==> src/rtl/min_receive_fsm.sv <==
`default_nettype none
// min_receive_fsm: MIN frame decoder. It finds the header, removes stuffing and checks length and Fletcher-16.
// It presents the ID, LEN and payload of each good frame with a one-cycle o_valid.
module min_receive_fsm #(
  parameter int N_DATA_BYTE = 4
) (
  input  logic                     i_clk,
  input  logic                     i_rst,
  input  logic                     i_en,
  input  logic [7:0]               i_data,
  output logic                     o_valid,
  output logic                     o_err,
  output logic [7:0]               o_id,
  output logic [7:0]               o_len,
  output logic [8*N_DATA_BYTE-1:0] o_data
);
  localparam logic [7:0] SOF_BYTE   = 8'hAA;
  localparam logic [7:0] STUFF_BYTE = 8'h55;
  localparam logic [7:0] MAX_LEN    = 8'(N_DATA_BYTE);
  localparam int         DW         = 8 * N_DATA_BYTE;

  typedef enum logic [2:0] {
    ST_SOF     = 3'd0,
    ST_ID      = 3'd1,
    ST_LEN     = 3'd2,
    ST_PAYLOAD = 3'd3,
    ST_CK_HI   = 3'd4,
    ST_CK_LO   = 3'd5,
    ST_EOF     = 3'd6
  } state_t;

  state_t        state_q, state_d;
  logic [1:0]    aa_cnt_q, aa_cnt_d;
  logic [7:0]    s1_q, s1_d, s2_q, s2_d;
  logic [7:0]    cnt_q, cnt_d;
  logic [7:0]    id_q, id_d, len_q, len_d;
  logic [7:0]    ck_hi_q, ck_hi_d, ck_lo_q, ck_lo_d;
  logic [DW-1:0] stage_q, stage_d;
  logic          valid_q, valid_d, err_q, err_d;
  logic [7:0]    out_id_q, out_id_d, out_len_q, out_len_d;
  logic [DW-1:0] out_data_q, out_data_d;
  logic [7:0]    s1_next, s2_next;
  logic          stuff_slot;

  function automatic logic [7:0] add_mod255(input logic [7:0] a, input logic [7:0] b);
    logic [8:0] sum;
    sum = {1'b0, a} + {1'b0, b};
    if (sum >= 9'd255) sum = sum - 9'd255;
    return sum[7:0];
  endfunction

  assign s1_next    = add_mod255(s1_q, i_data);
  assign s2_next    = add_mod255(s2_q, s1_next);
  // Two AA body bytes in a row mean this byte must be the stuff byte.
  assign stuff_slot = (state_q != ST_SOF) && (aa_cnt_q == 2'd2);

  always_comb begin
    state_d    = state_q;
    aa_cnt_d   = aa_cnt_q;
    s1_d       = s1_q;
    s2_d       = s2_q;
    cnt_d      = cnt_q;
    id_d       = id_q;
    len_d      = len_q;
    ck_hi_d    = ck_hi_q;
    ck_lo_d    = ck_lo_q;
    stage_d    = stage_q;
    valid_d    = 1'b0;
    err_d      = 1'b0;
    out_id_d   = out_id_q;
    out_len_d  = out_len_q;
    out_data_d = out_data_q;

    if (i_en) begin
      if (stuff_slot) begin
        aa_cnt_d = 2'd0;
        if (i_data == SOF_BYTE) begin
          // A third AA is a fresh header: drop the current frame without an error.
          state_d = ST_ID;
          s1_d    = 8'd0;
          s2_d    = 8'd0;
          cnt_d   = 8'd0;
          stage_d = '0;
        end else if (i_data != STUFF_BYTE) begin
          err_d   = 1'b1;
          state_d = ST_SOF;
        end
      end else begin
        if (state_q != ST_SOF) aa_cnt_d = (i_data == SOF_BYTE) ? aa_cnt_q + 2'd1 : 2'd0;
        case (state_q)
          ST_SOF: begin
            if (i_data != SOF_BYTE) begin
              aa_cnt_d = 2'd0;
            end else if (aa_cnt_q == 2'd2) begin
              aa_cnt_d = 2'd0;
              state_d  = ST_ID;
              s1_d     = 8'd0;
              s2_d     = 8'd0;
              cnt_d    = 8'd0;
              stage_d  = '0;
            end else begin
              aa_cnt_d = aa_cnt_q + 2'd1;
            end
          end
          ST_ID: begin
            id_d    = i_data;
            s1_d    = s1_next;
            s2_d    = s2_next;
            state_d = ST_LEN;
          end
          ST_LEN: begin
            if (i_data > MAX_LEN) begin
              err_d    = 1'b1;
              aa_cnt_d = 2'd0;
              state_d  = ST_SOF;
            end else begin
              len_d   = i_data;
              s1_d    = s1_next;
              s2_d    = s2_next;
              cnt_d   = 8'd0;
              state_d = (i_data == 8'd0) ? ST_CK_HI : ST_PAYLOAD;
            end
          end
          ST_PAYLOAD: begin
            for (int i = 0; i < N_DATA_BYTE; i++) begin
              if (cnt_q == 8'(i)) stage_d[DW-8-8*i +: 8] = i_data;
            end
            s1_d  = s1_next;
            s2_d  = s2_next;
            cnt_d = cnt_q + 8'd1;
            if (cnt_q + 8'd1 == len_q) state_d = ST_CK_HI;
          end
          ST_CK_HI: begin
            ck_hi_d = i_data;
            state_d = ST_CK_LO;
          end
          ST_CK_LO: begin
            ck_lo_d = i_data;
            state_d = ST_EOF;
          end
          ST_EOF: begin
            aa_cnt_d = 2'd0;
            state_d  = ST_SOF;
            if ((i_data == STUFF_BYTE) && (ck_hi_q == s2_q) && (ck_lo_q == s1_q)) begin
              valid_d    = 1'b1;
              out_id_d   = id_q;
              out_len_d  = len_q;
              out_data_d = stage_q;
            end else begin
              err_d = 1'b1;
            end
          end
          default: begin
            aa_cnt_d = 2'd0;
            state_d  = ST_SOF;
          end
        endcase
      end
    end
  end

  always_ff @(posedge i_clk or negedge i_rst) begin
    if (!i_rst) begin
      state_q    <= ST_SOF;
      aa_cnt_q   <= 2'd0;
      s1_q       <= 8'd0;
      s2_q       <= 8'd0;
      cnt_q      <= 8'd0;
      id_q       <= 8'd0;
      len_q      <= 8'd0;
      ck_hi_q    <= 8'd0;
      ck_lo_q    <= 8'd0;
      stage_q    <= '0;
      valid_q    <= 1'b0;
      err_q      <= 1'b0;
      out_id_q   <= 8'd0;
      out_len_q  <= 8'd0;
      out_data_q <= '0;
    end else begin
      state_q    <= state_d;
      aa_cnt_q   <= aa_cnt_d;
      s1_q       <= s1_d;
      s2_q       <= s2_d;
      cnt_q      <= cnt_d;
      id_q       <= id_d;
      len_q      <= len_d;
      ck_hi_q    <= ck_hi_d;
      ck_lo_q    <= ck_lo_d;
      stage_q    <= stage_d;
      valid_q    <= valid_d;
      err_q      <= err_d;
      out_id_q   <= out_id_d;
      out_len_q  <= out_len_d;
      out_data_q <= out_data_d;
    end
  end

  assign o_valid = valid_q;
  assign o_err   = err_q;
  assign o_id    = out_id_q;
  assign o_len   = out_len_q;
  assign o_data  = out_data_q;
endmodule
`default_nettype wire

==> config.mk <==
export PLATFORM = sky130hd
export DESIGN_NAME = min_receive_fsm
export DESIGN_NICKNAME = d
export VERILOG_FILES = /design/src/rtl/min_receive_fsm.sv
export SDC_FILE = /design/constraint.sdc
export NUM_CORES = 1
export LEC_CHECK = 0
export BUFFER_PORTS_ARGS = -buffer_cell sky130_fd_sc_hd__buf_4
export CORE_ASPECT_RATIO = 0.9
export CORE_MARGIN = 2
export CORE_UTILIZATION = 35
export DETAILED_ROUTE_END_ITERATION = 16
export REMOVE_ABC_BUFFERS = 1
export SYNTH_ARGS = -nofsm -noshare
export SYNTH_HDL_FRONTEND = slang
export SYNTH_SLANG_ARGS = --single-unit
export TNS_END_PERCENT = 30
==> constraint.sdc <==
create_clock -name i_clk -period 12.35 [get_ports i_clk]
set_input_delay 1.235 -clock i_clk [delete_from_list [all_inputs] [get_ports i_clk]]
set_output_delay 1.235 -clock i_clk [all_outputs]
set_load 0.01 [all_outputs]
==> impl_metrics.env <==
export IMPL_outcome="finished clean"
export IMPL_h_tree_depth=4
export IMPL_gp_congestion=0.8148
export IMPL_final_util_pct=42.42
export IMPL_finalCritPeriodShare_pct=47.75
export IMPL_drv_cap=0
export IMPL_via_per_inst=5.237
export IMPL_vias=5326
export IMPL_rr_endpoint="s2_q[1]$_DFFE_PN0P_"
export IMPL_regToRegSetupSlack_ns=7.01
export IMPL_grt_use_total_pct=16.32
export IMPL_cts_buffer_depth=2
export IMPL_cts_resized=0
export IMPL_dpl_hpwl_mm=11.99
export IMPL_ir_drop_uv=121.5
export IMPL_nets=756
export IMPL_worst_hold_path_num_cells=1
export IMPL_syn_area_per_cell_um2=11.41
export IMPL_crit_type="in -> reg"
export IMPL_max_freq_ghz=0.1696
export IMPL_reg2reg_depth=17
export IMPL_ys_warn_count=0
export IMPL_ioPinCount=61
export IMPL_worst_pin_slew_ns=0.9897
export IMPL_wl_per_cell_um=17.03
export IMPL_holdCritPathClass="reg -> reg"
export IMPL_r2r_start="s1_q[0]$_DFFE_PN0P_"
export IMPL_clockRootBuffer="clkbuf_16"
export IMPL_die_x_um=158.6
export IMPL_grt_pass1_vias=5245
export IMPL_synth_async_reset_ratio_pct=100.0
export IMPL_drive_above_1_share_pct=30.51
export IMPL_p_sw_share_pct=42.11
export IMPL_finalSetupTns_ns=0
export IMPL_cp_end_kind="flop"
export IMPL_final_cell_mix="dfrtp_1 (143), mux2_2 (108), buf_4 (61)"
export IMPL_grt_max_degree=82
export IMPL_worstPathMaxFanout=9
export IMPL_yosysSeqAreaShare_pct=47.51
export IMPL_syn_area_mm2=0.007532
export IMPL_drc=0
export IMPL_holdCritStartpoint="stage_q[9]$_DFFE_PN0P_"
export IMPL_n_fill_cell=1984
export IMPL_antenna_cells=0
export IMPL_die_area_mm2=0.02271
export IMPL_cts_buffers=17
export IMPL_synth_main_ff_cell="dfrtp_1"
export IMPL_power_density_mw_per_mm2=257.3
export IMPL_final_common_cell="dfrtp_1"
export IMPL_syn_inst=660
export IMPL_cts_tree="yes"
export IMPL_setup_viol=0
export IMPL_critPathLaunchType="input pin"
export IMPL_crit_required_ns=12.64
export IMPL_num_rows=50
export IMPL_postCtsHoldBufs=0
export IMPL_hold_viol_final=0
export IMPL_p_leak_nw=4.049
export IMPL_yosys_top_cells_area="dfrtp_1 (48%), mux2_2 (16%), ha_1 (4.2%)"
export IMPL_holdPathEnd="stage_q[9]$_DFFE_PN0P_"
export IMPL_clkTransAtPathRegs_ns=0.06
export IMPL_cts_sinks=143
export IMPL_rsz0062_at_grt="false"
export IMPL_yosysUniqueCellTypes=71
export IMPL_grt_pass1_wl_mm=28.59
export IMPL_port_buffers=60
export IMPL_initial_core_util_pct=35.94
export IMPL_cts_setup_buffers=0
export IMPL_drt_iter0_markers=348
export IMPL_synth_edf_count=0
export IMPL_max_slew_margin_pct=34.02
export IMPL_drv_slew=0
export IMPL_clkPwrFrac_pct=23.3
export IMPL_antenna_found_initial=0
export IMPL_netSwitchingPower_mw=0.9631
export IMPL_clkLatencyLatePin_ns=0.43
export IMPL_skew_ns=0.01423
export IMPL_fin_crit_ns=5.897
export IMPL_crit_arrival_ns=6.19
export IMPL_routed_wl_mm=17.32
export IMPL_chipHeight_um=143.2
export IMPL_ant_nets=0
export IMPL_power_frac_seq_pct=28.5
export IMPL_dr_pass1_iters=5
export IMPL_p_int_mw=1.324
export IMPL_synth_seq_cells=143
export IMPL_core_mm2=0.02096
export IMPL_grt_ovfl_total=0
export IMPL_synth_top_area_share_pct=47.51
export IMPL_yosys_area_top_type="dfrtp_1"
export IMPL_p_comb_share_pct=48.2
export IMPL_syn_to_final_growth_pct=18.02
==> Yosys cell counts, types with 10 or more instances <==
| cell | count |
|---|---|
| inv_1 | 13 |
| nor2b_1 | 10 |
| o21ai_0 | 28 |
| nand3_1 | 18 |
| a21oi_1 | 20 |
| nand2_1 | 29 |
| nor3_1 | 12 |
| and2_1 | 13 |
| ha_1 | 25 |
| nor2_1 | 34 |
| dfrtp_1 | 143 |
| nand4_1 | 13 |
| clkbuf_1 | 16 |
| xnor2_1 | 28 |
| mux2_2 | 108 |
==> metal layers <==
layer	vias to the layer above	track usage (%)	part of all wire [%]
li1	2560	-	-
met1	2628	24.14	51
met2	118	23.90	45
met3	20	3.460	3.5
met4	0	4.836	1.1
met5	-	0	0
==> final cells by class <==
type	count	area (um^2)	share of cell area [%]
Inverter	14	52.55	0.5911
Tap cell	286	357.8	4.025
Multi-Input combinational cell	480	3814	42.90
Sequential cell	143	3578	40.25
Clock inverter	15	192.7	2.167
Timing Repair Buffer	62	469.2	5.278
Clock buffer	17	425.4	4.785
==> through the flow <==
stage	area (um^2)	total power [mW]	worst slack, ns	instances	hold slack (ns)
after floorplan	7437	1.487	6.924	637	0.4737
after global placement	8272	1.729	6.282	985	0.4845
after detailed placement	8272	1.742	6.110	985	0.4870
after CTS	8890	2.282	6.557	1017	0.5026
after global routing	8890	2.463	6.132	1017	0.5098
final	8890	2.287	6.453	1017	0.5007
==> kinds of logic (layout without fill, tap and decap cells) <==
logic type | Yosys count | count (layout) | synth area share, %
mux | 112 | 112 | 16.68
compound gates | 126 | 126 | 11.64
simple gates | 178 | 178 | 13.22
flops | 143 | 143 | 47.51
fa+ha+maj | 27 | 27 | 4.684
buf+inv | 37 | 108 | 1.960
xor+xnor | 37 | 37 | 4.302
==> worst max-delay path, stage by stage <==
cell and delay (ns):
buf_4 0.14, ha_1 0.24, fa_1 0.57, ha_1 0.31, a21oi_1 0.08, nor4_1 0.39, nand4_1 0.26, o21ai_2 0.31
mux2i_1 0.39, inv_1 0.08, ha_1 0.28, a211oi_1 0.45, nor4b_1 0.11, nand4b_1 0.37, o2111a_1 0.26, a31oi_1 0.40
mux2i_1 0.24, o21ai_1 0.07
==> power by group through the flow <==
stage / sequential [mW] / clock (mW) / combinational (mW)
2_1_floorplan: 0.627 / 0 / 0.860
3_3_place_gp: 0.659 / 0 / 1.07
3_5_place_dp: 0.657 / 0 / 1.08
4_1_cts: 0.651 / 0.544 / 1.09
5_1_grt: 0.663 / 0.566 / 1.23
6_report: 0.651 / 0.532 / 1.10
==> worst max path at each step <==
stage	slack [ns]	startpoint	end	cells past startpoint
floorplan	6.92	i_data[0]	s2_q[1]$_DFFE_PN0P_	17
global placement	6.28	i_data[0]	s2_q[1]$_DFFE_PN0P_	18
detailed placement	6.11	i_data[0]	s2_q[1]$_DFFE_PN0P_	18
CTS	6.56	i_data[0]	s2_q[1]$_DFFE_PN0P_	18
global route	6.13	i_data[0]	s2_q[1]$_DFFE_PN0P_	18
finish	6.45	i_data[0]	s2_q[1]$_DFFE_PN0P_	18
Note: power is estimated with default switching activity, not from simulation.
